File: src/rtl/output_tile_scheduler_pkg.sv
// Shared definitions for the output tile scheduler: the default geometry,
// the derived width constants and the sequencing state encoding.
package output_tile_scheduler_pkg;

  localparam int DEF_MAX_OUT_ROWS = 128;
  localparam int DEF_MAX_OUT_COLS = 128;
  localparam int DEF_SYS_ARR_ROWS = 16;
  localparam int DEF_SYS_ARR_COLS = 16;
  localparam int DEF_ADDR_WIDTH   = 8;

  // Tile grid dimensions for the default geometry
  localparam int NUM_SUBMATS_M = DEF_MAX_OUT_ROWS / DEF_SYS_ARR_ROWS;
  localparam int NUM_SUBMATS_N = DEF_MAX_OUT_COLS / DEF_SYS_ARR_COLS;

  // Field widths for the default geometry
  localparam int RW = $clog2(DEF_MAX_OUT_ROWS);
  localparam int CW = $clog2(DEF_MAX_OUT_COLS);
  localparam int MW = $clog2(NUM_SUBMATS_M);
  localparam int NW = $clog2(NUM_SUBMATS_N);

  typedef enum logic [1:0] {
    S_IDLE   = 2'd0,
    S_ISSUE  = 2'd1,
    S_WAIT   = 2'd2,
    S_FINISH = 2'd3
  } state_t;

endpackage

File: src/rtl/output_tile_scheduler_if.sv
// Command and output-controller signals of the tile scheduler.
// master: the scheduler itself; slave: the sequencer/controller side.
interface output_tile_scheduler_if
  import output_tile_scheduler_pkg::*;
#(
  parameter int MAX_OUT_ROWS = DEF_MAX_OUT_ROWS,
  parameter int MAX_OUT_COLS = DEF_MAX_OUT_COLS,
  parameter int SYS_ARR_ROWS = DEF_SYS_ARR_ROWS,
  parameter int SYS_ARR_COLS = DEF_SYS_ARR_COLS,
  parameter int ADDR_WIDTH   = DEF_ADDR_WIDTH
);
  localparam int ROW_W  = $clog2(MAX_OUT_ROWS);
  localparam int COL_W  = $clog2(MAX_OUT_COLS);
  localparam int SUBR_W = $clog2(MAX_OUT_ROWS / SYS_ARR_ROWS);
  localparam int SUBC_W = $clog2(MAX_OUT_COLS / SYS_ARR_COLS);
  localparam int TR_W   = $clog2(SYS_ARR_ROWS);
  localparam int TC_W   = $clog2(SYS_ARR_COLS);

  logic                  cmd_valid;
  logic                  cmd_ready;
  logic [ROW_W-1:0]      cfg_rows_m1;
  logic [COL_W-1:0]      cfg_cols_m1;
  logic [ADDR_WIDTH-1:0] cfg_base_addr;
  logic                  cfg_clear_after;
  logic                  cfg_activate;
  logic                  cmd_done;
  logic                  oc_start;
  logic                  oc_done;
  logic [SUBR_W-1:0]     oc_submat_row;
  logic [SUBC_W-1:0]     oc_submat_col;
  logic [TR_W-1:0]       oc_num_rows_read;
  logic [TC_W-1:0]       oc_num_cols_read;
  logic [ADDR_WIDTH-1:0] oc_wr_base_addr;
  logic                  oc_clear_after;
  logic                  oc_activate;

  modport master (
    input  cmd_valid, cfg_rows_m1, cfg_cols_m1, cfg_base_addr,
           cfg_clear_after, cfg_activate, oc_done,
    output cmd_ready, cmd_done, oc_start, oc_submat_row, oc_submat_col,
           oc_num_rows_read, oc_num_cols_read, oc_wr_base_addr,
           oc_clear_after, oc_activate
  );

  modport slave (
    output cmd_valid, cfg_rows_m1, cfg_cols_m1, cfg_base_addr,
           cfg_clear_after, cfg_activate, oc_done,
    input  cmd_ready, cmd_done, oc_start, oc_submat_row, oc_submat_col,
           oc_num_rows_read, oc_num_cols_read, oc_wr_base_addr,
           oc_clear_after, oc_activate
  );

endinterface

File: src/rtl/output_tile_scheduler_submat_tile_counter.sv
// Two-dimensional row/col tile counter. Column is the inner index and wraps
// at last_col, bumping the row. last_tile flags the final tile of the grid.
module submat_tile_counter #(
  parameter int ROW_W = 3,
  parameter int COL_W = 3
) (
  input  logic             clk,
  input  logic             reset,
  input  logic             clear,
  input  logic             advance,
  input  logic [ROW_W-1:0] last_row,
  input  logic [COL_W-1:0] last_col,
  output logic [ROW_W-1:0] nxt_row,
  output logic [COL_W-1:0] nxt_col,
  output logic             last_tile
);
  logic [ROW_W-1:0] row;
  logic [COL_W-1:0] col;

  // Successor tile position and end-of-grid detection
  always_comb begin
    last_tile = (row == last_row) && (col == last_col);
    nxt_row   = row;
    nxt_col   = col + COL_W'(1);
    if (col == last_col) begin
      nxt_col = '0;
      nxt_row = row + ROW_W'(1);
    end
  end

  // Position register: cleared on a new command, stepped once per finished tile
  always_ff @(posedge clk or posedge reset) begin
    if (reset) begin
      row <= '0;
      col <= '0;
    end else if (clear) begin
      row <= '0;
      col <= '0;
    end else if (advance) begin
      row <= nxt_row;
      col <= nxt_col;
    end
  end

endmodule

File: src/rtl/output_tile_scheduler.sv
// Walks the output controller over every tile of one output matrix: latches a
// command, issues each tile with edge-trimmed counts and its write address,
// waits for the controller to finish, and pulses cmd_done after the last tile.
module output_tile_scheduler
  import output_tile_scheduler_pkg::*;
#(
  parameter int MAX_OUT_ROWS = DEF_MAX_OUT_ROWS,
  parameter int MAX_OUT_COLS = DEF_MAX_OUT_COLS,
  parameter int SYS_ARR_ROWS = DEF_SYS_ARR_ROWS,
  parameter int SYS_ARR_COLS = DEF_SYS_ARR_COLS,
  parameter int ADDR_WIDTH   = DEF_ADDR_WIDTH
) (
  input  logic                    clk,
  input  logic                    reset,
  output_tile_scheduler_if.master bus
);
  localparam int ROW_W  = $clog2(MAX_OUT_ROWS);
  localparam int COL_W  = $clog2(MAX_OUT_COLS);
  localparam int SUBR_W = $clog2(MAX_OUT_ROWS / SYS_ARR_ROWS);
  localparam int SUBC_W = $clog2(MAX_OUT_COLS / SYS_ARR_COLS);
  localparam int TR_W   = $clog2(SYS_ARR_ROWS);
  localparam int TC_W   = $clog2(SYS_ARR_COLS);
  localparam int MUL_W  = SUBC_W + ROW_W + 1;

  state_t                state, state_nxt;
  logic                  accept;
  logic                  advance;
  logic                  last_tile;

  logic [ROW_W-1:0]      rows_m1_q;
  logic [COL_W-1:0]      cols_m1_q;
  logic [ADDR_WIDTH-1:0] base_q;

  logic [SUBR_W-1:0]     nxt_row;
  logic [SUBC_W-1:0]     nxt_col;

  logic [ROW_W-1:0]      src_rows;
  logic [COL_W-1:0]      src_cols;
  logic [ADDR_WIDTH-1:0] src_base;
  logic [SUBR_W-1:0]     tile_row;
  logic [SUBC_W-1:0]     tile_col;
  logic [TR_W-1:0]       tile_nrows;
  logic [TC_W-1:0]       tile_ncols;
  logic [MUL_W-1:0]      col_off;
  logic [SUBR_W+TR_W-1:0] row_off;
  logic [ADDR_WIDTH-1:0] tile_addr;

  assign accept = bus.cmd_valid & bus.cmd_ready;

  submat_tile_counter #(
    .ROW_W (SUBR_W),
    .COL_W (SUBC_W)
  ) u_tile_cnt (
    .clk       (clk),
    .reset     (reset),
    .clear     (accept),
    .advance   (advance),
    .last_row  (rows_m1_q[ROW_W-1:TR_W]),
    .last_col  (cols_m1_q[COL_W-1:TC_W]),
    .nxt_row   (nxt_row),
    .nxt_col   (nxt_col),
    .last_tile (last_tile)
  );

  // Sequencing: one ISSUE cycle per tile, then WAIT for the controller
  always_comb begin
    state_nxt = state;
    advance   = 1'b0;
    case (state)
      S_IDLE:   if (accept) state_nxt = S_ISSUE;
      S_ISSUE:  state_nxt = S_WAIT;
      S_WAIT: begin
        if (bus.oc_done) begin
          if (last_tile) begin
            state_nxt = S_FINISH;
          end else begin
            state_nxt = S_ISSUE;
            advance   = 1'b1;
          end
        end
      end
      S_FINISH: state_nxt = S_IDLE;
      default:  state_nxt = S_IDLE;
    endcase
  end

  // Fields of the tile about to be issued. On accept the configuration is
  // still on the cfg_* inputs, so the first tile is built from them directly.
  always_comb begin
    src_rows = (state == S_IDLE) ? bus.cfg_rows_m1   : rows_m1_q;
    src_cols = (state == S_IDLE) ? bus.cfg_cols_m1   : cols_m1_q;
    src_base = (state == S_IDLE) ? bus.cfg_base_addr : base_q;
    tile_row = (state == S_IDLE) ? '0 : nxt_row;
    tile_col = (state == S_IDLE) ? '0 : nxt_col;

    tile_nrows = (tile_row == src_rows[ROW_W-1:TR_W]) ? src_rows[TR_W-1:0]
                                                      : TR_W'(SYS_ARR_ROWS - 1);
    tile_ncols = (tile_col == src_cols[COL_W-1:TC_W]) ? src_cols[TC_W-1:0]
                                                      : TC_W'(SYS_ARR_COLS - 1);

    // Tiles are stored column-block major: each column block spans rows_m1+1
    // entries, and each tile row inside it is SYS_ARR_ROWS entries further on.
    col_off   = MUL_W'(tile_col) * (MUL_W'(src_rows) + MUL_W'(1));
    row_off   = {tile_row, {TR_W{1'b0}}};
    tile_addr = src_base + ADDR_WIDTH'(col_off) + ADDR_WIDTH'(row_off);
  end

  // State register
  always_ff @(posedge clk or posedge reset) begin
    if (reset) state <= S_IDLE;
    else       state <= state_nxt;
  end

  // Command latch: configuration is captured once per accepted command
  always_ff @(posedge clk or posedge reset) begin
    if (reset) begin
      rows_m1_q          <= '0;
      cols_m1_q          <= '0;
      base_q             <= '0;
      bus.oc_clear_after <= 1'b0;
      bus.oc_activate    <= 1'b0;
    end else if (accept) begin
      rows_m1_q          <= bus.cfg_rows_m1;
      cols_m1_q          <= bus.cfg_cols_m1;
      base_q             <= bus.cfg_base_addr;
      bus.oc_clear_after <= bus.cfg_clear_after;
      bus.oc_activate    <= bus.cfg_activate;
    end
  end

  // Registered outputs; tile fields load on entry to ISSUE and hold after
  always_ff @(posedge clk or posedge reset) begin
    if (reset) begin
      bus.cmd_ready        <= 1'b1;
      bus.cmd_done         <= 1'b0;
      bus.oc_start         <= 1'b0;
      bus.oc_submat_row    <= '0;
      bus.oc_submat_col    <= '0;
      bus.oc_num_rows_read <= '0;
      bus.oc_num_cols_read <= '0;
      bus.oc_wr_base_addr  <= '0;
    end else begin
      bus.cmd_ready <= (state_nxt == S_IDLE);
      bus.cmd_done  <= (state_nxt == S_FINISH);
      bus.oc_start  <= (state_nxt == S_ISSUE);
      if (state_nxt == S_ISSUE) begin
        bus.oc_submat_row    <= tile_row;
        bus.oc_submat_col    <= tile_col;
        bus.oc_num_rows_read <= tile_nrows;
        bus.oc_num_cols_read <= tile_ncols;
        bus.oc_wr_base_addr  <= tile_addr;
      end
    end
  end

endmodule

File: src/flat_wrapper.sv
// flat-port wrapper written by rule: the top's interface ports become plain ports
module output_tile_scheduler_flat import output_tile_scheduler_pkg::*;
#(
  parameter int MAX_OUT_ROWS = DEF_MAX_OUT_ROWS,
  parameter int MAX_OUT_COLS = DEF_MAX_OUT_COLS,
  parameter int SYS_ARR_ROWS = DEF_SYS_ARR_ROWS,
  parameter int SYS_ARR_COLS = DEF_SYS_ARR_COLS,
  parameter int ADDR_WIDTH   = DEF_ADDR_WIDTH
)
  (clk, reset, bus_cmd_valid, bus_cfg_rows_m1, bus_cfg_cols_m1, bus_cfg_base_addr, bus_cfg_clear_after, bus_cfg_activate, bus_oc_done, bus_cmd_ready, bus_cmd_done, bus_oc_start, bus_oc_submat_row, bus_oc_submat_col, bus_oc_num_rows_read, bus_oc_num_cols_read, bus_oc_wr_base_addr, bus_oc_clear_after, bus_oc_activate);
  output_tile_scheduler_if #(.MAX_OUT_ROWS(MAX_OUT_ROWS), .MAX_OUT_COLS(MAX_OUT_COLS), .SYS_ARR_ROWS(SYS_ARR_ROWS), .SYS_ARR_COLS(SYS_ARR_COLS), .ADDR_WIDTH(ADDR_WIDTH)) bus_i ();
  input  logic clk;
  input  logic reset;
  input wire logic [$bits(bus_i.cmd_valid)-1:0] bus_cmd_valid;
  input wire logic [$bits(bus_i.cfg_rows_m1)-1:0] bus_cfg_rows_m1;
  input wire logic [$bits(bus_i.cfg_cols_m1)-1:0] bus_cfg_cols_m1;
  input wire logic [$bits(bus_i.cfg_base_addr)-1:0] bus_cfg_base_addr;
  input wire logic [$bits(bus_i.cfg_clear_after)-1:0] bus_cfg_clear_after;
  input wire logic [$bits(bus_i.cfg_activate)-1:0] bus_cfg_activate;
  input wire logic [$bits(bus_i.oc_done)-1:0] bus_oc_done;
  output wire logic [$bits(bus_i.cmd_ready)-1:0] bus_cmd_ready;
  output wire logic [$bits(bus_i.cmd_done)-1:0] bus_cmd_done;
  output wire logic [$bits(bus_i.oc_start)-1:0] bus_oc_start;
  output wire logic [$bits(bus_i.oc_submat_row)-1:0] bus_oc_submat_row;
  output wire logic [$bits(bus_i.oc_submat_col)-1:0] bus_oc_submat_col;
  output wire logic [$bits(bus_i.oc_num_rows_read)-1:0] bus_oc_num_rows_read;
  output wire logic [$bits(bus_i.oc_num_cols_read)-1:0] bus_oc_num_cols_read;
  output wire logic [$bits(bus_i.oc_wr_base_addr)-1:0] bus_oc_wr_base_addr;
  output wire logic [$bits(bus_i.oc_clear_after)-1:0] bus_oc_clear_after;
  output wire logic [$bits(bus_i.oc_activate)-1:0] bus_oc_activate;
  assign bus_i.cmd_valid = bus_cmd_valid;
  assign bus_i.cfg_rows_m1 = bus_cfg_rows_m1;
  assign bus_i.cfg_cols_m1 = bus_cfg_cols_m1;
  assign bus_i.cfg_base_addr = bus_cfg_base_addr;
  assign bus_i.cfg_clear_after = bus_cfg_clear_after;
  assign bus_i.cfg_activate = bus_cfg_activate;
  assign bus_i.oc_done = bus_oc_done;
  assign bus_cmd_ready = bus_i.cmd_ready;
  assign bus_cmd_done = bus_i.cmd_done;
  assign bus_oc_start = bus_i.oc_start;
  assign bus_oc_submat_row = bus_i.oc_submat_row;
  assign bus_oc_submat_col = bus_i.oc_submat_col;
  assign bus_oc_num_rows_read = bus_i.oc_num_rows_read;
  assign bus_oc_num_cols_read = bus_i.oc_num_cols_read;
  assign bus_oc_wr_base_addr = bus_i.oc_wr_base_addr;
  assign bus_oc_clear_after = bus_i.oc_clear_after;
  assign bus_oc_activate = bus_i.oc_activate;
  output_tile_scheduler #(.MAX_OUT_ROWS(MAX_OUT_ROWS), .MAX_OUT_COLS(MAX_OUT_COLS), .SYS_ARR_ROWS(SYS_ARR_ROWS), .SYS_ARR_COLS(SYS_ARR_COLS), .ADDR_WIDTH(ADDR_WIDTH)) u_core (.clk(clk), .reset(reset), .bus(bus_i));
endmodule
File: config.mk
export PLATFORM = sky130hd
export DESIGN_NAME = output_tile_scheduler_flat
export DESIGN_NICKNAME = d
export VERILOG_FILES = /design/src/rtl/output_tile_scheduler_pkg.sv /design/src/rtl/output_tile_scheduler_if.sv /design/src/rtl/output_tile_scheduler_submat_tile_counter.sv /design/src/rtl/output_tile_scheduler.sv /design/src/flat_wrapper.sv
export SDC_FILE = /design/constraint.sdc
export NUM_CORES = 1
export LEC_CHECK = 0
export CAP_MARGIN = 20
export CORE_ASPECT_RATIO = 0.9
export CORE_UTILIZATION = 25
export DETAILED_ROUTE_END_ITERATION = 10
export HOLD_SLACK_MARGIN = 0.02
export RECOVER_POWER = 25
export SKIP_LAST_GASP = 1
export SLEW_MARGIN = 25
export SYNTH_ARGS = -nofsm -noshare
export SYNTH_HDL_FRONTEND = slang
export SYNTH_SLANG_ARGS = --single-unit
File: constraint.sdc
create_clock -name clk -period 6 [get_ports clk]
set_clock_uncertainty 0.2 [all_clocks]
set_input_delay 0.9 -clock clk [delete_from_list [all_inputs] [get_ports clk]]
set_output_delay 0.9 -clock clk [all_outputs]
set_load 0.01 [all_outputs]
==> results of run 1 <==
-- power by group through the flow --
stage          combinational, mW  sequential, mW  clock (mW)
5_1_grt                     1.66           0.715       0.595
3_3_place_gp                1.44           0.689           0
2_1_floorplan               1.05           0.682           0
6_report                    1.45           0.691       0.563
4_1_cts                     1.48           0.692       0.573
3_5_place_dp                1.47           0.696           0
-- worst paths after layout --
| check | from | endpoint | slack [ns] | cells past startpoint |
|---|---|---|---|---|
| worst max-delay path | bus_cfg_rows_m1[0] | u_core.bus.oc_wr_base_addr[7] | 0.47 | 21 |
| worst min-delay path | u_core.base_q[5] | u_core.base_q[5] | 0.27 | 2 |
| worst max register to register | u_core.state[1] | u_core.bus.oc_wr_base_addr[7] | 0.84 | 21 |
| worst min register to register | u_core.base_q[5] | u_core.base_q[5] | 0.27 | 2 |
| max in group asynchronous | reset | u_core.cols_m1_q[4] | 1.83 | 3 |
| min in group asynchronous | reset | u_core.rows_m1_q[5] | 2.01 | 3 |
-- state kept, by name (all words and copies together) (netlist names) --
name / flops
u_core.base_q: 8
u_core.bus.cmd_done: 1
u_core.bus.cmd_ready: 1
u_core.bus.oc_activate: 1
u_core.bus.oc_clear_after: 1
u_core.bus.oc_num_cols_read: 4
u_core.bus.oc_num_rows_read: 4
u_core.bus.oc_start: 1
u_core.bus.oc_submat_col: 3
u_core.bus.oc_submat_row: 3
u_core.bus.oc_wr_base_addr: 8
u_core.cols_m1_q: 7
u_core.rows_m1_q: 7
u_core.state: 2
u_core.u_tile_cnt.col: 3
u_core.u_tile_cnt.row: 3
-- critical path, stage by stage --
cell and delay, ns:
clkdlybuf4s50_1 0.50, mux2i_1 0.14, inv_1 0.13, ha_1 0.19, inv_1 0.07, a21oi_2 0.21
nand2_1 0.10, xor2_1 0.17, or4_1 0.46, fa_1 0.55, inv_1 0.05, fa_1 0.50
inv_1 0.06, fa_1 0.43, xor2_1 0.16, xnor2_1 0.18, xnor2_1 0.16, xnor2_1 0.16
xnor2_1 0.17, xnor2_1 0.14, o21ai_1 0.08
-- metrics by stage --
| step | area [um^2] | hold WS [ns] | utilization [%] | setup slack (ns) | std cells |
|---|---|---|---|---|---|
| 4_1_cts | 4628 | 0.2747 | 33.17 | 0.4506 | 657 |
| 3_5_place_dp | 4298 | 0.2612 | 30.80 | 0.1272 | 641 |
| 3_3_place_gp | 4297 | 0.2563 | 30.79 | 0.3526 | 641 |
| 6_report | 4616 | 0.2739 | 33.08 | 0.4702 | 657 |
| 5_1_grt | 4616 | 0.2948 | 33.08 | 0.1919 | 657 |
| 2_1_floorplan | 3567 | 0.2450 | - | 0.8641 | 408 |
-- placed cells by master, fill, tap and decap left out, types with 3 or more instances in the layout --
cell / instances
ha_1: 14
o21ai_0: 10
inv_1: 16
nand4_1: 3
nand3_1: 6
nor3_1: 4
a21oi_1: 12
mux2i_1: 9
fa_1: 14
nand2b_1: 4
dfrtp_1: 56
clkbuf_16: 9
nor2_1: 29
xor2_1: 8
clkdlybuf4s50_1: 53
xnor2_1: 22
a31oi_1: 6
nand2_1: 134
-- cells by family (layout without fill, tap and decap cells) --
logic type	after synthesis	after routing
and+or+nand+nor	206	206
DFF	57	57
AOI/OAI and AO/OA	43	43
buffers and inverters	35	91
xor gates and xnor gates	30	30
adders and majority gates	28	28
muxes	9	9
-- synth_stat cells (all sizes together) --
| cell | instances | area share, % |
|---|---|---|
| nor3 | 4 | 0.56 |
| ha | 14 | 4.9 |
| nand4bb | 1 | 0.32 |
| clkbuf | 7 | 0.74 |
| nor4b | 1 | 0.25 |
| nor2 | 32 | 3.7 |
| nor3b | 1 | 0.21 |
| nand3b | 1 | 0.21 |
| a21bo | 1 | 0.28 |
| xor2 | 8 | 2.0 |
| a22oi | 2 | 0.56 |
| inv | 18 | 1.9 |
| o32ai | 1 | 0.25 |
| o21ai | 12 | 1.8 |
| and2 | 3 | 0.53 |
| a21oi | 14 | 2.2 |
| dfrtp | 56 | 39 |
| or2 | 2 | 0.35 |
| buf | 10 | 1.4 |
| nor2b | 2 | 0.35 |
| a211oi | 1 | 0.21 |
| a2bb2oi | 1 | 0.25 |
| nand3 | 6 | 0.98 |
| dfstp | 1 | 0.74 |
| or3b | 2 | 0.49 |
| nand4 | 3 | 0.53 |
| nand2b | 4 | 0.70 |
| or4 | 2 | 0.42 |
| and3 | 2 | 0.49 |
| o22ai | 1 | 0.18 |
| mux2i | 9 | 2.5 |
| nand2 | 135 | 14 |
| a31oi | 6 | 1.1 |
| a21o | 1 | 0.21 |
| nor4 | 3 | 0.95 |
| o211ai | 1 | 0.21 |
| o311a | 1 | 0.28 |
| o21bai | 1 | 0.21 |
| xnor2 | 22 | 5.4 |
| or3 | 2 | 0.35 |
| fa | 14 | 7.9 |
-- layer usage --
metal	global-route usage [%]	vias to the layer above
li1	-	1426
met1	16.87	1382
met2	21.20	55
met3	4.141	9
met4	3.608	0
met5	0	-
-- cell type report --
cell class,instances,area (um^2),area share [%]
multi-input combinational,316,1989,43.10
sequential,57,1428,30.93
timing repair buffer,57,559.3,12.12
clock buffer,11,252.7,5.476
tap,193,241.5,5.232
clock inverter,5,77.57,1.681
inverter,18,67.56,1.464
==> impl_metrics.toml, run 1 <==
[finish]
nets = 515
diodes = 0
area_growth_pct = 29.39
drive_gt1_share_pct = 6.681
fill_cells = 1466

[detailed_routing]
wire_per_inst_um = 13.28
drc_errors = 0
vias_per_cell = 4.371
antenna_left = 0
drtIter0Drc = 145
route.met3.wl_um = 374
routed_wl_um = 8723
wl_met2_um = 4109
via_count = 2872
first_pass_iters = 4
wl_met1_um = 4126
highest_layer = "met4"

[clock_network]
clock_latency_ns = 0.33
path_clk_slew_ns = 0.05
post_cts_resized = 0
htree_levels = 3
clock-root-buffer = "clkbuf_16"
ctsHoldBuffers = 0
postCtsSetupBuffers = 0
cts_buffers = 9
cts_sinks = 57
tritoncts = "done"
clockBufferDepth = 2

[setup_path]
crit_fanout = 5
crit_type = "in -> reg"
start_kind = "input port"
endpoint_kind = "flop"
required_ns = 5.99
crit_arrival_ns = 5.52

[synthesis]
seq_area_frac_synth_pct = 40.02
synth_top_family_by_area = "simple AND/OR/NAND/NOR gates"
netlist_area_mm2 = 0.003567
synth_area_per_cell_um2 = 8.743
synthMuxAreaShare_pct = 2.525
synth_cells = 408
synth_seq_cells = 57
yosysWarnings = 0
syn_nets = 464
ys_types = 54
post_synth_fa_ha_maj_area_fraction_pct = 12.77
synthSimpleGateAreaFrac_pct = 25.68
synth_xor_area_share_pct = 7.366
synth_compound_gate_area_share_pct = 7.646

[pwr]
power.internal_mw = 1.564
p_seq_share_pct = 25.6
power_frac_comb_pct = 53.6
total_power_mw = 2.702
power.share.clock_pct = 20.8
power_switching_mw = 1.139
cellPowerDensity_mw_per_mm2 = 585.5
p_sw_share_pct = 42.14
peakVddDrop_mv = 0.1894
p_leak_nw = 2.090

[timing]
maxSlewViolCount = 58
slew_headroom_pct = -106.6
fin_tns_setup_ns = 0
hold_viol = 0
worstMarginPinSlew_ns = 3.100
min_period_over_period_pct = 92.16
min_period_ns = 5.530
max_freq_mhz = 180.8
setup_viol_count_final = 0
rsz0062_at_grt = "false"

[floorplanning]
start_util_pct = 25.56
ios = 55
std_cell_rows = 41
die_x_um = 127.9
die_h_um = 115.3
core_area_mm2 = 0.01395
die_area_mm2 = 0.01475

[place]
io_buffers = 54
gp_congestion = 0.8403
dp_hpwl_um = 6535

[min_path]
hold_class = "reg -> reg"

[global_route]
grt_pass1_wl_um = 14840
grt_overflow = 0
grt.total_usage_pct = 13.09
grt_max_degree = 58
grt_pass1_vias = 3004
antenna_found_initial = 0

[status]
status = "complete, but fails checks"
violations = "capacitance limit, slew limit"

[job]
drv_cap = 1
Note: power is estimated with default switching activity, not from simulation.
==> inputs of run 2 (changes only) <==
==> constraint.sdc (replaced) <==
create_clock -name clk -period 5 [get_ports clk]
set_clock_uncertainty 0.2 [all_clocks]
set_input_delay 0.75 -clock clk [delete_from_list [all_inputs] [get_ports clk]]
set_output_delay 0.75 -clock clk [all_outputs]
set_load 0.01 [all_outputs]
==> run 2 against run 1 <==
Effect of this change: the flow now finishes without violations; final cell count increased by 4.3%; core utilization increased by 2.1 points; register-to-register slack got worse by 0.56 ns; non-clock buffer count up 28; global-route usage is 0.33 points higher; critical path depth decreased by 3.
==> impl_metrics.toml, run 2 (synthesis gave the netlist of run 1 again) <==
[status]
status = "complete, no violations"

[setup_path]
crit_arrival_ns = 4.77
reg2reg_to = "u_core.bus.oc_wr_base_addr[7]"
r2r_slack_ns = 0.28
slowest_delay_ns = 0.52
crit_slowest_cell = "fa_1"
crit_fanout = 2
cp_cell_sequence = "clkdlybuf4s50_1 -> or3b_4 -> and2_1 -> xor2_1 -> buf_4 -> nor2_2 -> fa_1 -> fa_1 -> inv_1 -> fa_1 -> inv_1 -> ha_1 -> inv_1 -> o21bai_1 -> a21oi_2 -> xnor2_2 -> xnor2_1 -> o21ai_1"
endpoint_kind = "flop"
reg2reg_depth = 19
start_kind = "input port"
reg2reg_from = "u_core.state[0]"
required_ns = 4.99
crit_type = "in -> reg"

[floorplanning]
ios = 55
std_cell_rows = 41
die_h_um = 115.3
core_area_mm2 = 0.01395
die_area_mm2 = 0.01475
die_x_um = 127.9
start_util_pct = 25.56

[pwr]
total_power_mw = 3.583
cellPowerDensity_mw_per_mm2 = 729.3
peakVddDrop_mv = 0.2829
p_leak_nw = 2.260

[finish]
fill_cells = 1469
area_growth_pct = 37.71
layout_commonest_cell = "nand2_1"
nets = 543
regArea_mm2 = 0.001431
multi_input_area_mm2 = 0.002056
mostFrequentLayoutCells = "134 x nand2_1, 53 x dfrtp_1, 50 x clkdlybuf4s50_1"
drive_gt1_share_pct = 15.24
diodes = 0
design_area_mm2 = 0.004912
top_regs = "u_core.base_q x8, u_core.bus.oc_wr_base_addr x8"

[min_path]
worstHoldEndpoint = "u_core.bus.oc_wr_base_addr[0]"
min_from = "u_core.bus.oc_wr_base_addr[0]"
hold_class = "reg -> reg"
holdPathStages = 2

[global_route]
grt.total_usage_pct = 13.42
antenna_found_initial = 0
grt_max_degree = 58
grt_overflow = 0
grt_pass1_vias = 3060
grt_pass1_wl_um = 15140

[detailed_routing]
drc_errors = 0
vias_per_cell = 4.413
drtIter0Drc = 170
antenna_left = 0
first_pass_iters = 4
wire_per_inst_um = 13.29
routed_wl_um = 9101
via_count = 3023

[timing]
setup_viol_count_final = 0
hold_viol = 0
slew_headroom_pct = 16.81
min_period_over_period_pct = 95.50
worstMarginPinSlew_ns = 1.248
max_freq_mhz = 209.4
min_period_ns = 4.775
fin_ws_ns = 0.2251
maxSlewViolCount = 0

[clock_network]
path_clk_slew_ns = 0.05
cts_sinks = 57
htree_levels = 3
clock_latency_ns = 0.33
cts_buffers = 9
tritoncts = "done"
ctsHoldBuffers = 0
clock-root-buffer = "clkbuf_16"
clockBufferDepth = 2

[place]
dp_hpwl_um = 6673
io_buffers = 54
gp_congestion = 0.8224
pre_cts_ws_ns = -0.4198
placed_cell_area_mm2 = 0.004441

[job]
drv_cap = 0
==> run 2: cell types whose count changed in the layout (fill, tap and decap cells not counted), sizes merged <==
cell           change
buf               +27
clkinvlp           -1
dlymetal6s2s       +1
dlygate4sd2        +2
clkdlybuf4s50      -3
clkdlybuf4s15      +1
bufinv             +1
clkinv             +1
clkbuf             -1
==> run 2: critical path: cells and delay by family <==
kind	cells	cell delay (ns)
adders and majority gates	4	1.80
AOI/OAI and AO/OA	3	0.32
and+or+nand+nor	3	0.60
buffers and inverters	5	0.80
xor gates and xnor gates	3	0.48
==> run 2: per-layer routing <==
layer  up-vias  routed length (um)  track usage [%]
met3        10                 375            2.885
met1      1469                4152            17.23
met2        62                4442            21.99
met5         -                   0                0
met4         0                 131            5.569
li1       1482                   -                -
==> run 2: per-stage QoR <==
step	util (%)	hold slack (ns)	instances	setup TNS, ns
after floorplan	-	0.2450	408	0
after global placement	31.81	0.2563	660	-0.5927
after detailed placement	31.82	0.2619	660	-0.7568
after CTS	34.70	0.2762	679	0
after global routing	35.20	0.2930	685	-0.06277
final	35.20	0.2684	685	0
==> run 2: worst max path at each step <==
stage                        from                       endpoint  depth (start not counted)
6_report       bus_cfg_rows_m1[5]  u_core.bus.oc_wr_base_addr[7]                         18
5_1_grt           u_core.state[0]  u_core.bus.oc_wr_base_addr[7]                         19
4_1_cts           u_core.state[0]  u_core.bus.oc_wr_base_addr[7]                         21
3_5_place_dp   bus_cfg_rows_m1[2]  u_core.bus.oc_wr_base_addr[7]                         18
3_3_place_gp   bus_cfg_rows_m1[2]  u_core.bus.oc_wr_base_addr[7]                         18
2_1_floorplan     u_core.state[0]  u_core.bus.oc_wr_base_addr[7]                         23
==> run 2: what timing repair did <==
action | 4_1_cts | 5_1_grt
pin swaps | 10 | 13
setup buffers | 3 | 6
resized for setup | 11 | 9
setup endpoints to repair | 1 | 1
==> run 2: power breakdown <==
group | leakage, nW | switching (mW) | total (mW) | internal (mW)
sequential | 0.695 | 0.164 | 0.829 | 0.665
combinational | 1.39 | 1.07 | 2.04 | 0.970
clock | 0.172 | 0.213 | 0.710 | 0.497
==> run 2: layout make-up <==
type,count,share of cell area (%)
Inverter,18,1.375
Clock inverter,6,2.140
Multi-Input combinational cell,316,41.85
Timing Repair Buffer,85,15.72
Sequential cell,57,29.14
Tap cell,193,4.916
Clock buffer,10,4.865
==> inputs of run 3 (changes only) <==
--- a/config.mk
+++ b/config.mk
@@ -7,9 +7,11 @@
 export LEC_CHECK = 0
 export CAP_MARGIN = 20
 export CORE_ASPECT_RATIO = 0.9
-export CORE_UTILIZATION = 25
+export CORE_MARGIN = 1.5
+export CORE_UTILIZATION = 49
 export DETAILED_ROUTE_END_ITERATION = 10
 export HOLD_SLACK_MARGIN = 0.02
+export PLACE_DENSITY = 0.77
 export RECOVER_POWER = 25
 export SKIP_LAST_GASP = 1
 export SLEW_MARGIN = 25
==> run 3 against run 2 <==
Effect of this change: the flow now finishes with violations (capacitance limit, slew limit, setup timing); count of clock-buffer cells in the layout rose by 2; clock power down 34%; final cell count decreased by 13%; sequential power increased by 0.6%; highest routed layer unchanged; sequential share of layout area up 0.42 points; first-iteration DRC count rose by 24%; die area shrank 47%; routed wire length rose by 4.6%; design area fell by 1.4%; register-to-register slack worse by 0.29 ns.
==> impl_metrics.toml, run 3 (synthesis gave the netlist of run 1 again) <==
[finish]
mostFrequentLayoutCells = "131 x nand2_1, 53 x dfrtp_1, 50 x clkdlybuf4s50_1"
fill_cells = 581
diodes = 0
top_regs = "u_core.base_q x8, u_core.bus.oc_wr_base_addr x8"
nets = 556
drive_gt1_share_pct = 20.59
layout_commonest_cell = "nand2_1"
fin_cells = 598
area_growth_pct = 35.74

[clock_network]
clock-root-buffer = "clkbuf_8"
htree_levels = 3
path_clk_slew_ns = 0.07
tritoncts = "done"
clockBufferDepth = 2
cts_buffers = 9
cts_sinks = 57
clock_latency_ns = 0.35

[detailed_routing]
vias_per_cell = 5.381
antenna_left = 0
via_count = 3218
drtIter0Drc = 211
routed_wl_um = 9521
drc_errors = 0
first_pass_iters = 4
wire_per_inst_um = 15.92

[floorplanning]
std_cell_rows = 29
die_h_um = 83.95
die_area_mm2 = 0.007801
die_x_um = 92.94
start_util_pct = 50.68
core_area_mm2 = 0.007039
ios = 55

[timing]
hold_viol = 0
min_period_ns = 5.006
slew_headroom_pct = -103.5
min_period_over_period_pct = 100.1
fin_ws_ns = -0.005828
max_freq_mhz = 199.8
maxSlewViolCount = 58
worstMarginPinSlew_ns = 3.052
setup_viol_count_final = 1

[global_route]
grt_max_degree = 58
grt.total_usage_pct = 24.18
grt_overflow = 0
grt_pass1_wl_um = 14550
antenna_found_initial = 0
grt_pass1_vias = 3126

[job]
drv_cap = 1

[setup_path]
crit_type = "reg -> reg"
endpoint_kind = "flop"
required_ns = 5.00
crit_fanout = 4
start_kind = "flop"
crit_arrival_ns = 5.01

[place]
dp_hpwl_um = 5954
pre_cts_ws_ns = -0.4889
dp_cells = 560
io_buffers = 54
gp_congestion = 0.8946

[pwr]
p_leak_nw = 2.268
peakVddDrop_mv = 0.4952
cellPowerDensity_mw_per_mm2 = 756.9

[status]
status = "complete, but fails checks"
violations = "capacitance limit, slew limit, setup timing"

[min_path]
hold_class = "reg -> reg"
==> run 3: cell types whose count changed in the layout (fill, tap and decap cells not counted), sizes merged <==
cell / change
clkinvlp: +2
clkbuf: +3
dlygate4sd2: -1
buf: +13
bufinv: -2
clkinv: -2
==> run 3: area by class of cell <==
type                            count  area [um^2]  area share [%]
Clock buffer                       12        165.2           3.411
Clock inverter                      4        50.05           1.034
Inverter                           18        70.07           1.447
Multi-Input combinational cell    316         2145           44.29
Sequential cell                    57         1431           29.56
Tap cell                           93        116.4           2.403
Timing Repair Buffer               98        864.6           17.86
==> run 3: worst paths after layout <==
check / start / end / slack (ns) / cells past startpoint
hold / removal: u_core.bus.oc_submat_row[1] / u_core.bus.oc_submat_row[1] / 0.28 / 2
setup reg to reg: u_core.state[0] / u_core.bus.oc_wr_base_addr[7] / -0.006 / 21
min in group asynchronous: reset / u_core.bus.oc_start / 1.80 / 3
hold reg to reg: u_core.bus.oc_submat_row[1] / u_core.bus.oc_submat_row[1] / 0.28 / 2
setup / recovery: u_core.state[0] / u_core.bus.oc_wr_base_addr[7] / -0.006 / 21
max in group asynchronous: reset / u_core.u_tile_cnt.col[0] / 0.84 / 3
==> run 3: metal layers <==
| layer | routed length (um) | track usage (%) |
|---|---|---|
| met3 | 518 | 5.100 |
| met5 | 0 | 0 |
| met4 | 393 | 11.71 |
| met1 | 4054 | 30.34 |
| met2 | 4554 | 39.48 |
==> run 3: stage by stage <==
stage | hold WS, ns | cell area (um^2) | TNS (ns) | power [mW] | util [%]
global placement | 0.2567 | 4314 | -0.5550 | 2.682 | 61.29
floorplan | 0.2450 | 3571 | 0 | 2.078 | -
CTS | 0.2782 | 4658 | 0 | 3.381 | 66.17
global route | 0.3050 | 4842 | -0.2746 | 3.941 | 68.79
finish | 0.2758 | 4842 | -0.005828 | 3.665 | 68.79
detailed placement | 0.2621 | 4315 | -0.7883 | 2.785 | 61.30
==> run 3: power by group <==
part | leakage (nW) | total (mW) | internal [mW] | switching, mW
Sequential | 0.695 | 0.834 | 0.664 | 0.171
Combinational | 1.47 | 2.36 | 1.11 | 1.25
Clock | 0.105 | 0.466 | 0.270 | 0.196
Total | 2.27 | 3.66 | 2.05 | 1.62
==> run 3: critical path, stage by stage (launching register included) <==
cell	delay [ns]
dfrtp_2	0.45
buf_4	0.15
or2_4	0.26
nand2_4	0.08
nand2_2	0.07
ha_4	0.17
buf_4	0.13
buf_4	0.12
buf_4	0.12
xnor2_1	0.32
nor2_1	0.10
fa_1	0.51
fa_1	0.63
ha_4	0.23
ha_1	0.29
a21o_1	0.19
a21oi_2	0.20
o21bai_2	0.10
a21oi_2	0.18
xnor2_2	0.14
xnor2_1	0.14
o21ai_1	0.09
==> run 3: repair_timing <==
item	4_1_cts	5_1_grt
pin swaps	11	19
resized for setup	11	30
cloned	0	0
buffers inserted	13	9
setup endpoints to repair	1	2
hold buffers	0	0
==> variant 1: new RTL, settings of run 2 <==
The package constant `DEF_ADDR_WIDTH` goes from 8 to 9.
--- a/src/rtl/output_tile_scheduler_pkg.sv
+++ b/src/rtl/output_tile_scheduler_pkg.sv
@@ -8,3 +8,3 @@
   localparam int DEF_SYS_ARR_COLS = 16;
-  localparam int DEF_ADDR_WIDTH   = 8;
+  localparam int DEF_ADDR_WIDTH   = 9;
 
Interface: changed (resized bus_cfg_base_addr and bus_oc_wr_base_addr); port bits go from 55 to 57. The function was not compared with the original's and may differ.
==> variant 1 against run 2 <==
The run now ends with capacitance limit, slew limit left; count of clock-buffer cells in the layout up 1; wire length is 13% higher; sequential cell count is 2 higher; register-to-register slack got worse by 0.24 ns; area after synthesis grew 7.5%; critical path depth rose by 6; worst setup slack lost 0.18 ns; die area grew 7.4%; cell area up 6.4%; power increased by 19%; largest power group unchanged.
==> variant 1: results (changes against run 2) <==
status=finished with violations (was complete, no violations); failing checks=capacitance limit, slew limit; CP Data Arrival Time=5.02 ns (was 4.77 ns); Combinational Power Share=65.2% (was 57.0%); Worst R2R Setup Slack=0.04 ns (was 0.28 ns); Placement Cell Area=4820 sq um (was 4440 sq um); post-detail-place hpwl=7.61 mm (was 6.67 mm); Syn-to-layout area delta=36.3% (was 37.7%); multi-input logic area=2260 sq um (was 2060 sq um); P_sw=0.00184 W (was 0.00145 W); top flop regs=u_core.base_q: 9 flops, u_core.bus.oc_wr_base_addr: 9 flops (was u_core.base_q: 8 flops, u_core.bus.oc_wr_base_addr: 8 flops); first-pass GRT wire length=16.9 mm (was 15.1 mm); largest net degree at the start of global routing=60 (was 58); GRT met3 Usage=4.69% (was 2.89%); clock tree cell share of total cell area=5.65% (was 7.00%); clock tree buffer depth=2 (unchanged); via count of the routed design=3215 (was 3023); Period minus WS final=4.96 ns (was 4.77 ns); pre-CTS WS=-0.775 ns (was -0.420 ns); initial drt markers=125 (was 170); grt met2 use=22.2% (was 22.0%); wl on met1=4.92 mm (was 4.15 mm); Synth area leaders=dfrtp_1, nand2_1, fa_1, ha_1, xnor2_1 (was dfrtp_1, nand2_1, fa_1, xnor2_1, ha_1); Final Routed Wirelength=10.3 mm (was 9.10 mm); Synth Area in Compound Gates=8.87% (was 7.65%); Post-synth top cells=nand2_1, dfrtp_1, inv_1, nor2_1 (was nand2_1, dfrtp_1, nor2_1, xnor2_1, inv_1); reg2reg path depth=24 (was 19); number of setup buffers added after CTS=7 (was 3); Seq/Total Area, Yosys=38.5% (was 40.0%); Reg area=1480 sq um (was 1430 sq um); measured slew at the worst slew-check pin=3.22 ns (was 1.25 ns); layout cells sized above 1=18.7% (was 15.2%); Cells after Synth=431 (was 408); Met3 Wirelength=498 microns (was 375 microns); max cap viols=1 (was 0); #MultiIn Comb=326 (was 316); Port Buffers=56 (was 54); Inverters excl. clock=30 (was 18); Global Route Usage Sum=14.1% (was 13.4%); post_cts resized=15 (was 11); register bit count reported by yosys=59 (was 57); Power Sequential=0.000865 W (was 0.000829 W); leakage=2.47 nW (was 2.26 nW); Slew Viols, Final=60 (was 0); clock power share=14.5% (was 19.8%); crit path launch type=flip-flop (was input pin); nonclk buf count=94 (was 85); Synth Area in Adders=13.6% (was 12.8%); # placed instances=700 (was 660); Crit Path Max Fanout=4 (was 2); # clk buffers=11 (was 10); number of library cell types mapped by synthesis=58 (was 54); vias in the first global route=3345 (was 3060); M1 GR Usage=18.0% (was 17.2%); WL met2=4.70 mm (was 4.44 mm); Nets=581 (was 543); GP Congestion=0.845 (was 0.822)
==> variant 1: changes by cell type in the layout (fill, tap and decap cells not counted), moves of 6 or more <==
cell     before  now
buf_4        29   37
inv_2         1    7
nand2_1     134  140
nor2_1       28   22
inv_1        16   22
xnor2_1      21   13
==> variant 1: worst min path at each step <==
| stage | slack [ns] | cells after the start | from | to |
|---|---|---|---|---|
| 3_3_place_gp | 0.26 | 2 | u_core.base_q[2] | u_core.base_q[2] |
| 3_5_place_dp | 0.26 | 2 | u_core.bus.oc_submat_col[1] | u_core.bus.oc_submat_col[1] |
| 2_1_floorplan | 0.24 | 2 | u_core.rows_m1_q[1] | u_core.rows_m1_q[1] |
| 5_1_grt | 0.29 | 2 | u_core.bus.oc_submat_row[0] | u_core.bus.oc_submat_row[0] |
| 6_report | 0.26 | 2 | u_core.bus.oc_submat_col[1] | u_core.bus.oc_submat_col[1] |
| 4_1_cts | 0.27 | 2 | u_core.bus.oc_submat_col[1] | u_core.bus.oc_submat_col[1] |
==> variant 2: new RTL, config.mk and constraints of run 2 <==
Made on the original files. The 4 states of `state_t` get a Gray code encoding in 2 bits.
--- a/src/rtl/output_tile_scheduler_pkg.sv
+++ b/src/rtl/output_tile_scheduler_pkg.sv
@@ -21,6 +21,6 @@
   typedef enum logic [1:0] {
-    S_IDLE   = 2'd0,
-    S_ISSUE  = 2'd1,
-    S_WAIT   = 2'd2,
-    S_FINISH = 2'd3
+    S_IDLE   = 2'b00,
+    S_ISSUE  = 2'b01,
+    S_WAIT   = 2'b11,
+    S_FINISH = 2'b10
   } state_t;
Function: same outputs for any inputs over 4 cycles, from zero or initial values and one cycle with reset high; so few cycles prove little.
==> variant 2 against run 2 <==
Area after synthesis fell by 1.6%; cell area is 0.13% lower; sequential cell count stayed put; worst setup slack lost 0.24 ns; the run now ends with capacitance limit, slew limit, setup timing left; wire length is 7.3% higher; hold slack lost 0.0069 ns; sequential share of layout area is essentially flat; via count rose by 1.1%; critical endpoint unchanged.
Power is not shown: default switching activity piles up to over one toggle a cycle in this logic, so the estimate is an artifact.
==> variant 2: results (changes against run 2) <==
status=finished with violations (was complete, no violations); failing checks=capacitance limit, slew limit, setup timing; Post-Synthesis Cell Area=3510 sq um (was 3570 sq um); Seq/Total Area, Yosys=40.7% (was 40.0%); Slew Viols, Final=37 (was 0); GRT met3 Usage=4.44% (was 2.89%); Initial Utilization=26.0% (was 25.6%); layout cells sized above 1=17.0% (was 15.2%); pre-CTS WS=-0.622 ns (was -0.420 ns); wl on met1=4.61 mm (was 4.15 mm); #MultiIn Comb=311 (was 316); Reg area=1430 sq um (about the same); vias in the first global route=3230 (was 3060); Synth Area in Compound Gates=8.45% (was 7.65%); initial drt markers=144 (was 170); Met3 Wirelength=605 microns (was 375 microns); first-pass GRT wire length=16.5 mm (was 15.1 mm); Slew HR=-38.4% (was 16.8%); Seq Cell Count=57 (unchanged); post-detail-place hpwl=7.41 mm (was 6.67 mm); GP Congestion=0.876 (was 0.822); max cap viols=1 (was 0); fillcell total=1402 (was 1469); # placed instances=640 (was 660); Final WS setup=-0.0134 ns (was 0.225 ns); WL met2=4.36 mm (was 4.44 mm); Synth area leaders=dfrtp_1, nand2_1, fa_1, ha_1, xnor2_1 (was dfrtp_1, nand2_1, fa_1, xnor2_1, ha_1); final setup fails=1 (was 0); Synth Area in Adders=13.0% (was 12.8%); nonclk buf count=94 (was 85)
-- variant 2: final timing paths --
path | start | to | slack (ns) | depth (start not counted)
setup / recovery | bus_cfg_rows_m1[5] | u_core.bus.oc_wr_base_addr[7] | -0.01 | 17
max in group asynchronous | reset | u_core.state[0] | 1.20 | 3
setup reg to reg | u_core.state[1] | u_core.bus.oc_wr_base_addr[7] | 0.04 | 20
hold / removal | u_core.bus.oc_wr_base_addr[1] | u_core.bus.oc_wr_base_addr[1] | 0.26 | 2
hold reg to reg | u_core.bus.oc_wr_base_addr[1] | u_core.bus.oc_wr_base_addr[1] | 0.26 | 2
min in group asynchronous | reset | u_core.bus.oc_num_rows_read[0] | 0.83 | 2
-- variant 2: timing repair --
action / in CTS / in global routing
setup buffers: 3 / 3
gates resized for setup: 18 / 3
endpoints found under the setup margin: 1 / 1
pin swaps: 13 / 12
hold buffers: 0 / 0
